<file path="src/rtl/soc_system_sensors_input_if.sv">
// rtl/soc_system_sensors_input_if.sv - Avalon-MM register bus for the sensor input port
interface soc_system_sensors_input_if;
    logic [1:0]  address;
    logic        chipselect;
    logic        write_n;
    logic [31:0] writedata;
    logic [31:0] readdata;

    modport master (
        output address,
        output chipselect,
        output write_n,
        output writedata,
        input  readdata
    );

    modport slave (
        input  address,
        input  chipselect,
        input  write_n,
        input  writedata,
        output readdata
    );
endinterface

</file>
<file path="src/rtl/soc_system_sensors_input.sv">
// rtl/soc_system_sensors_input.sv - synchronized, debounced sensor inputs with W1C edge capture and irq
module soc_system_sensors_input #(
    parameter int WIDTH           = 3,
    parameter int DEBOUNCE_CYCLES = 50000,
    parameter int EDGE_TYPE       = 2
) (
    input  logic                         clk,
    input  logic                         reset_n,
    soc_system_sensors_input_if.slave    bus,
    input  logic [WIDTH-1:0]             in_port,
    output logic                         irq
);
    localparam int CW = $clog2(DEBOUNCE_CYCLES + 1);
    localparam logic [CW-1:0] CNT_LAST = CW'(DEBOUNCE_CYCLES - 1);

    logic [WIDTH-1:0] sync1;
    logic [WIDTH-1:0] sync2;
    logic [WIDTH-1:0] stable;
    logic [WIDTH-1:0] irq_mask;
    logic [WIDTH-1:0] edgecapture;
    logic [WIDTH-1:0] accept;
    logic [WIDTH-1:0] edge_set;
    logic [WIDTH-1:0] clr_mask;
    logic [CW-1:0]    cnt [WIDTH];
    logic             wr_en;

    // accept: the differing level has persisted long enough to become the new stable value
    always_comb begin
        for (int i = 0; i < WIDTH; i++) begin
            accept[i] = (sync2[i] != stable[i]) && (cnt[i] == CNT_LAST);
        end
    end

    always_comb begin
        edge_set = accept;
        if (EDGE_TYPE == 0) begin
            edge_set = accept & sync2;
        end else if (EDGE_TYPE == 1) begin
            edge_set = accept & ~sync2;
        end
    end

    assign wr_en    = bus.chipselect & ~bus.write_n;
    assign clr_mask = (wr_en && bus.address == 2'd3) ? bus.writedata[WIDTH-1:0] : '0;

    always_ff @(posedge clk or negedge reset_n) begin
        if (!reset_n) begin
            sync1  <= '0;
            sync2  <= '0;
            stable <= '0;
            for (int i = 0; i < WIDTH; i++) begin
                cnt[i] <= '0;
            end
        end else begin
            sync1 <= in_port;
            sync2 <= sync1;
            for (int i = 0; i < WIDTH; i++) begin
                if (sync2[i] == stable[i]) begin
                    cnt[i] <= '0;
                end else if (accept[i]) begin
                    stable[i] <= sync2[i];
                    cnt[i]    <= '0;
                end else begin
                    cnt[i] <= cnt[i] + CW'(1);
                end
            end
        end
    end

    // a fresh capture wins over a W1C of the same bit on the same edge
    always_ff @(posedge clk or negedge reset_n) begin
        if (!reset_n) begin
            irq_mask    <= '0;
            edgecapture <= '0;
        end else begin
            if (wr_en && bus.address == 2'd2) begin
                irq_mask <= bus.writedata[WIDTH-1:0];
            end
            edgecapture <= (edgecapture & ~clr_mask) | edge_set;
        end
    end

    always_comb begin
        bus.readdata = '0;
        case (bus.address)
            2'd0:    bus.readdata[WIDTH-1:0] = stable;
            2'd2:    bus.readdata[WIDTH-1:0] = irq_mask;
            2'd3:    bus.readdata[WIDTH-1:0] = edgecapture;
            default: bus.readdata = '0;
        endcase
    end

    assign irq = |(edgecapture & irq_mask);

    generate
        if (WIDTH < 32) begin : g_unused
            logic unused_hi;
            assign unused_hi = ^bus.writedata[31:WIDTH];
        end
    endgenerate
endmodule

</file>
<file path="src/flat_wrapper.sv">
// flat-port wrapper written by rule: the top's interface ports become plain ports
module soc_system_sensors_input_flat 
#(
    parameter int WIDTH           = 3,
    parameter int DEBOUNCE_CYCLES = 50000,
    parameter int EDGE_TYPE       = 2
)
  (clk, reset_n, in_port, irq, bus_address, bus_chipselect, bus_write_n, bus_writedata, bus_readdata);
  soc_system_sensors_input_if bus_i ();
  input  logic clk;
  input  logic reset_n;
  input  logic [WIDTH-1:0] in_port;
  output logic irq;
  input wire logic [$bits(bus_i.address)-1:0] bus_address;
  input wire logic [$bits(bus_i.chipselect)-1:0] bus_chipselect;
  input wire logic [$bits(bus_i.write_n)-1:0] bus_write_n;
  input wire logic [$bits(bus_i.writedata)-1:0] bus_writedata;
  output wire logic [$bits(bus_i.readdata)-1:0] bus_readdata;
  assign bus_i.address = bus_address;
  assign bus_i.chipselect = bus_chipselect;
  assign bus_i.write_n = bus_write_n;
  assign bus_i.writedata = bus_writedata;
  assign bus_readdata = bus_i.readdata;
  soc_system_sensors_input #(.WIDTH(WIDTH), .DEBOUNCE_CYCLES(DEBOUNCE_CYCLES), .EDGE_TYPE(EDGE_TYPE)) u_core (.clk(clk), .reset_n(reset_n), .bus(bus_i), .in_port(in_port), .irq(irq));
endmodule
</file>
<file path="config.mk">
export PLATFORM = sky130hd
export DESIGN_NAME = soc_system_sensors_input_flat
export DESIGN_NICKNAME = d
export VERILOG_FILES = /design/src/rtl/soc_system_sensors_input_if.sv /design/src/rtl/soc_system_sensors_input.sv /design/src/flat_wrapper.sv
export SDC_FILE = /design/constraint.sdc
export NUM_CORES = 1
export LEC_CHECK = 0
export ABC_AREA = 1
export BUFFER_PORTS_ARGS = -buffer_cell sky130_fd_sc_hd__buf_2
export CAP_MARGIN = 20
export CORE_MARGIN = 2
export CORE_UTILIZATION = 34
export DETAILED_ROUTE_END_ITERATION = 10
export PLACE_DENSITY_LB_ADDON = 0.3
export SETUP_SLACK_MARGIN = 0.02
export SLEW_MARGIN = 30
export SYNTH_ARGS = -nofsm -noshare
export SYNTH_HDL_FRONTEND = slang
export SYNTH_SLANG_ARGS = --single-unit
export TNS_END_PERCENT = 20
</file>
<file path="constraint.sdc">
create_clock -name clk -period 4 [get_ports clk]
set_clock_uncertainty 0.1 [all_clocks]
set_input_delay 0.6 -clock clk [delete_from_list [all_inputs] [get_ports clk]]
set_output_delay 0.6 -clock clk [all_outputs]
set_load 0.01 [all_outputs]
</file>
# Word level (Yosys, flattened, before mapping)
# Index checks and enable logic that the tools add are counted.
# classes
n_addsub	3
eq_ne	11
n_mux	8
bitwise_logic	9
reduce_logical	10
# op_table
op	count
16-bit 2-to-1 mux	6
16-bit by 1-bit adder with 16-bit output, second input constant	3
16-bit equality test, second input constant	3
3-bit case mux with 3 select lines	1
3-bit AND	2
2-bit AND reduction	3
1-bit logical AND	5
2-bit equality test, second input constant	2
1-bit inverter	4
1-bit equality test	3
3-bit 2-to-1 mux	1
1-bit != test	3
3-bit inverter	1
3-bit OR	1
3-bit OR reduction	1
2-bit zero test	1
1-bit AND	1
# word_totals
register_bits	63
inputBits	41
output_inout_bits	33
elab_cells	51

# Depth between registers and ports, before layout
# logic_depth
word_depth	7
mapped_depth	8
ltp_nobuf	8

# Worst setup path after synthesis
# No wires, ideal clock.
# synth_path
kind	input port to output port
from	input bus_address[1]
to	output bus_readdata[0]
t_arrival_ns	0.954
required_ns	3.300
setup_slack_ns	2.346
stages	4
path_buffers	0
cell_sequence	inv_1 -> nor2_1 -> nand2_1 -> nand3_1
# synth_via
elab_chain_len	2
elab_cells_between_ends	4
# synth_rtl
item	line_no	rtl
start: declaration	flat_wrapper.sv:14	input wire logic [$bits(bus_i.address)-1:0] bus_address;
2-bit equality test / 2-bit zero test (equally long branches)	soc_system_sensors_input.sv:85	case (bus.address)
3-bit case mux with 3 select lines (*)	soc_system_sensors_input.sv:85	
end: declaration	flat_wrapper.sv:18	output wire logic [$bits(bus_i.readdata)-1:0] bus_readdata;
# Every way passes the cells marked *; elsewhere a longest branch is shown, timed or not.

# Final worst setup path
# layout_path
from	input bus_address[1]
to	output bus_readdata[1]
# The elaborated chain is that of the path after synthesis.

==> flow_summary.json <==
{
  "synth_cell_types": 23,
  "rsz0062_at_grt": "no",
  "drive_above_1_share": 0.0863,
  "switching_share": 0.248,
  "clkPwrFrac": 0.416,
  "vias_per_cell": 4.47,
  "p_int_w": 0.000987,
  "crit_path_cell_trace": "buf_2 > inv_1 > nor2_1 > nand2_1 > nand3_1 > buf_2",
  "final-setup-viol-count": 0,
  "maxCapViolations": 0,
  "worst_setup_path_start_kind": "primary input",
  "globalplace.congestion": 0.805,
  "wirelength_um": 7330,
  "synth_area_sq_um": 3630,
  "cts_sinks": 63,
  "drt-pass1-iter-count": 4,
  "fin_nets": 549,
  "ir_drop_mv": 0.148,
  "ant_nets": 0,
  "grt_overflow": 0,
  "cpPeakStageDelay_ps": 210,
  "area_delta_synth_final_pct": 8.79,
  "power_switching_w": 0.000325,
  "ios": 74,
  "critical_path.top_delay_family": "simple AND/OR/NAND/NOR gates",
  "crit_fanout": 4,
  "yosysSeqAreaShare": 0.434,
  "tightest_slew_ps": 543,
  "post-route-min-period_ps": 2010,
  "fin_area_sq_um": 3950,
  "fp.dieW_um": 107,
  "ys_ff_latch": 63,
  "critPathKind": "in -> out",
  "cts_tree": "done",
  "vias": 2890,
  "drtIter0Drc": 116,
  "p_comb_frac": 0.069,
  "start_util": 0.350,
  "cts-root-buf": "clkbuf_8",
  "grt_max_degree": 43,
  "clkLatencyLatePin_ps": 340,
  "p_seq_frac": 0.514,
  "post_dp_cell_area_sq_um": 3760,
  "clk_path_buf_depth": 2,
  "hold_violations": 0,
  "clk_pin_slew_ps": 70,
  "cp_common_cell": "buf_2",
  "grt_pass1_wl_um": 12600,
  "antenna_found_initial": 0,
  "status": "complete, no violations",
  "yosys_warnings": 0,
  "syn_inst": 480,
  "relSlewSlack": 0.638,
  "reg2regPathDepth": 6,
  "avgSynthCellArea_sq_um": 7.56,
  "cellPowerDensity_nw_per_um2": 332,
  "total_leakage_power_nw": 1.80,
  "max_freq_ghz": 0.499,
  "end_kind": "primary output",
  "holdBufCountCts": 0,
  "worst_slack_ps": 1990,
  "fin_util": 0.381,
  "setup-tns-final_ps": 0,
  "io_buffers": 15,
  "die_area_sq_um": 11500,
  "post_cts_resized": 0,
  "rows": 37,
  "fp.dieH_um": 107,
  "cp.depth": 6,
  "hpwl_um": 5420,
  "cp_data_arrival_time_ps": 1310,
  "wl_per_cell_um": 11.3,
  "crit_required_ps": 3300,
  "critical_path.slowest_cell": "nor2_1",
  "postCtsSetupRepairBufs": 0,
  "grt_pass1_vias": 2758,
  "core_sq_um": 10400,
  "hold_path.class": "in -> async",
  "cts_buffers": 9,
  "path_buf_inv": 3,
  "post-route-period-util": 0.501,
  "htreeDepth": 3,
  "grt_usage": 0.139,
  "maxSlewViolCount": 0,
  "pre_cts_ws_ps": 1990,
  "power_w": 0.00131,
  "drc": 0,
  "diodes": 0
}
[synth_stat cells]
cell	count	area, sq um
a21oi_1	5	25.0
buf_4	29	218
buf_6	1	11.3
conb_1	1	3.75
dfrtp_1	63	1580
ha_1	3	37.5
inv_1	50	188
inv_4	2	12.5
nand2_1	129	484
nand3_1	34	170
nand3_2	1	10.0
nand3b_1	4	30.0
nand4_1	16	100
nor2_1	96	360
nor2_4	3	33.8
nor3_2	2	20.0
nor3b_2	2	25.0
o21ai_0	12	60.1
o21ai_2	2	17.5
o21bai_1	7	52.6
xnor2_1	3	26.3
xor2_1	13	114
xor2_4	2	55.1
[cells in the final DEF, fill, tap and decap left out]
cell	synthesis	layout
a21oi_1	5	5
buf_2	0	15
buf_4	29	1
bufinv_16	0	1
clkbuf_1	0	2
clkbuf_8	0	10
clkinv_2	0	3
conb_1	1	29
dfrtp_1	63	63
ha_1	3	3
inv_1	50	50
inv_4	2	2
nand2_1	129	129
nand3_1	34	34
nand3_2	1	1
nand3b_1	4	4
nand4_1	16	16
nor2_1	96	96
nor2_4	3	3
nor3_2	2	2
nor3b_2	2	2
o21ai_0	12	12
o21ai_2	2	2
o21bai_1	7	7
xnor2_1	3	3
xor2_1	13	13
xor2_4	2	2
[logic make-up (layout without fill, tap and decap cells)]
family | Yosys count | in the layout | synth area share
AND/OR/NAND/NOR | 287 | 287 | 0.340
buffers and inverters | 82 | 84 | 0.118
flip-flops | 63 | 63 | 0.434
AO/OA/AOI/OAI | 26 | 26 | 0.0427
XOR/XNOR | 18 | 18 | 0.0538
adder cells (fa/ha/maj) | 3 | 3 | 0.0103
other | 1 | 29 | 0.00103
[state kept, by name, indices dropped and copies added, names as in the netlist]
signal              cells
u_core.cnt             48
u_core.edgecapture      3
u_core.irq_mask         3
u_core.stable           3
u_core.sync1            3
u_core.sync2            3
[path summary, 6_finish.rpt]
| check | start | end | slack, ps |
|---|---|---|---|
| hold reg to reg | u_core.sync1[0]$_DFF_PN0_ | u_core.sync2[0]$_DFF_PN0_ | 250 |
| setup reg to reg | u_core.cnt[0]$_DFF_PN0_ | u_core.cnt[9]$_DFF_PN0_ | 2290 |
| min in group clk | u_core.sync1[0]$_DFF_PN0_ | u_core.sync2[0]$_DFF_PN0_ | 250 |
| setup / recovery | bus_address[1] | bus_readdata[1] | 1990 |
| max in group asynchronous | reset_n | u_core.sync1[1]$_DFF_PN0_ | 2750 |
| hold / removal | reset_n | u_core.cnt[43]$_DFF_PN0_ | 120 |
[per-stage QoR]
step,cells,hold WS (ps)
floorplan,508,204
global placement,630,236
detailed placement,630,236
finish,646,117
CTS,646,126
global route,646,143
[routing by layer]
layer / GRT usage / vias up / routed length (um)
met5: 0 / - / 0
met4: 0.0467 / 0 / 113
met3: 0.0327 / 8 / 247
met2: 0.227 / 45 / 3330
met1: 0.182 / 1336 / 3640
li1: - / 1501 / -
[power by group through the flow]
stage	clock network [W]	registers [W]	logic, W
after floorplan	0	0.000684	0.0000771
after global placement	0	0.000686	0.0000927
after detailed placement	0	0.000688	0.0000941
after CTS	0.000568	0.000675	0.0000942
after global routing	0.000593	0.000678	0.000106
final	0.000547	0.000675	0.0000908
[area by class of cell]
class | count | area, sq um
Sequential cell | 63 | 1580
Inverter | 52 | 200
Fill cell | 1097 | 6420
Multi-Input combinational cell | 363 | 1730
Timing Repair Buffer | 16 | 82.6
Clock buffer | 12 | 145
Clock inverter | 4 | 45.0
Tap cell | 136 | 170
Power figures use the tool's default switching activity.
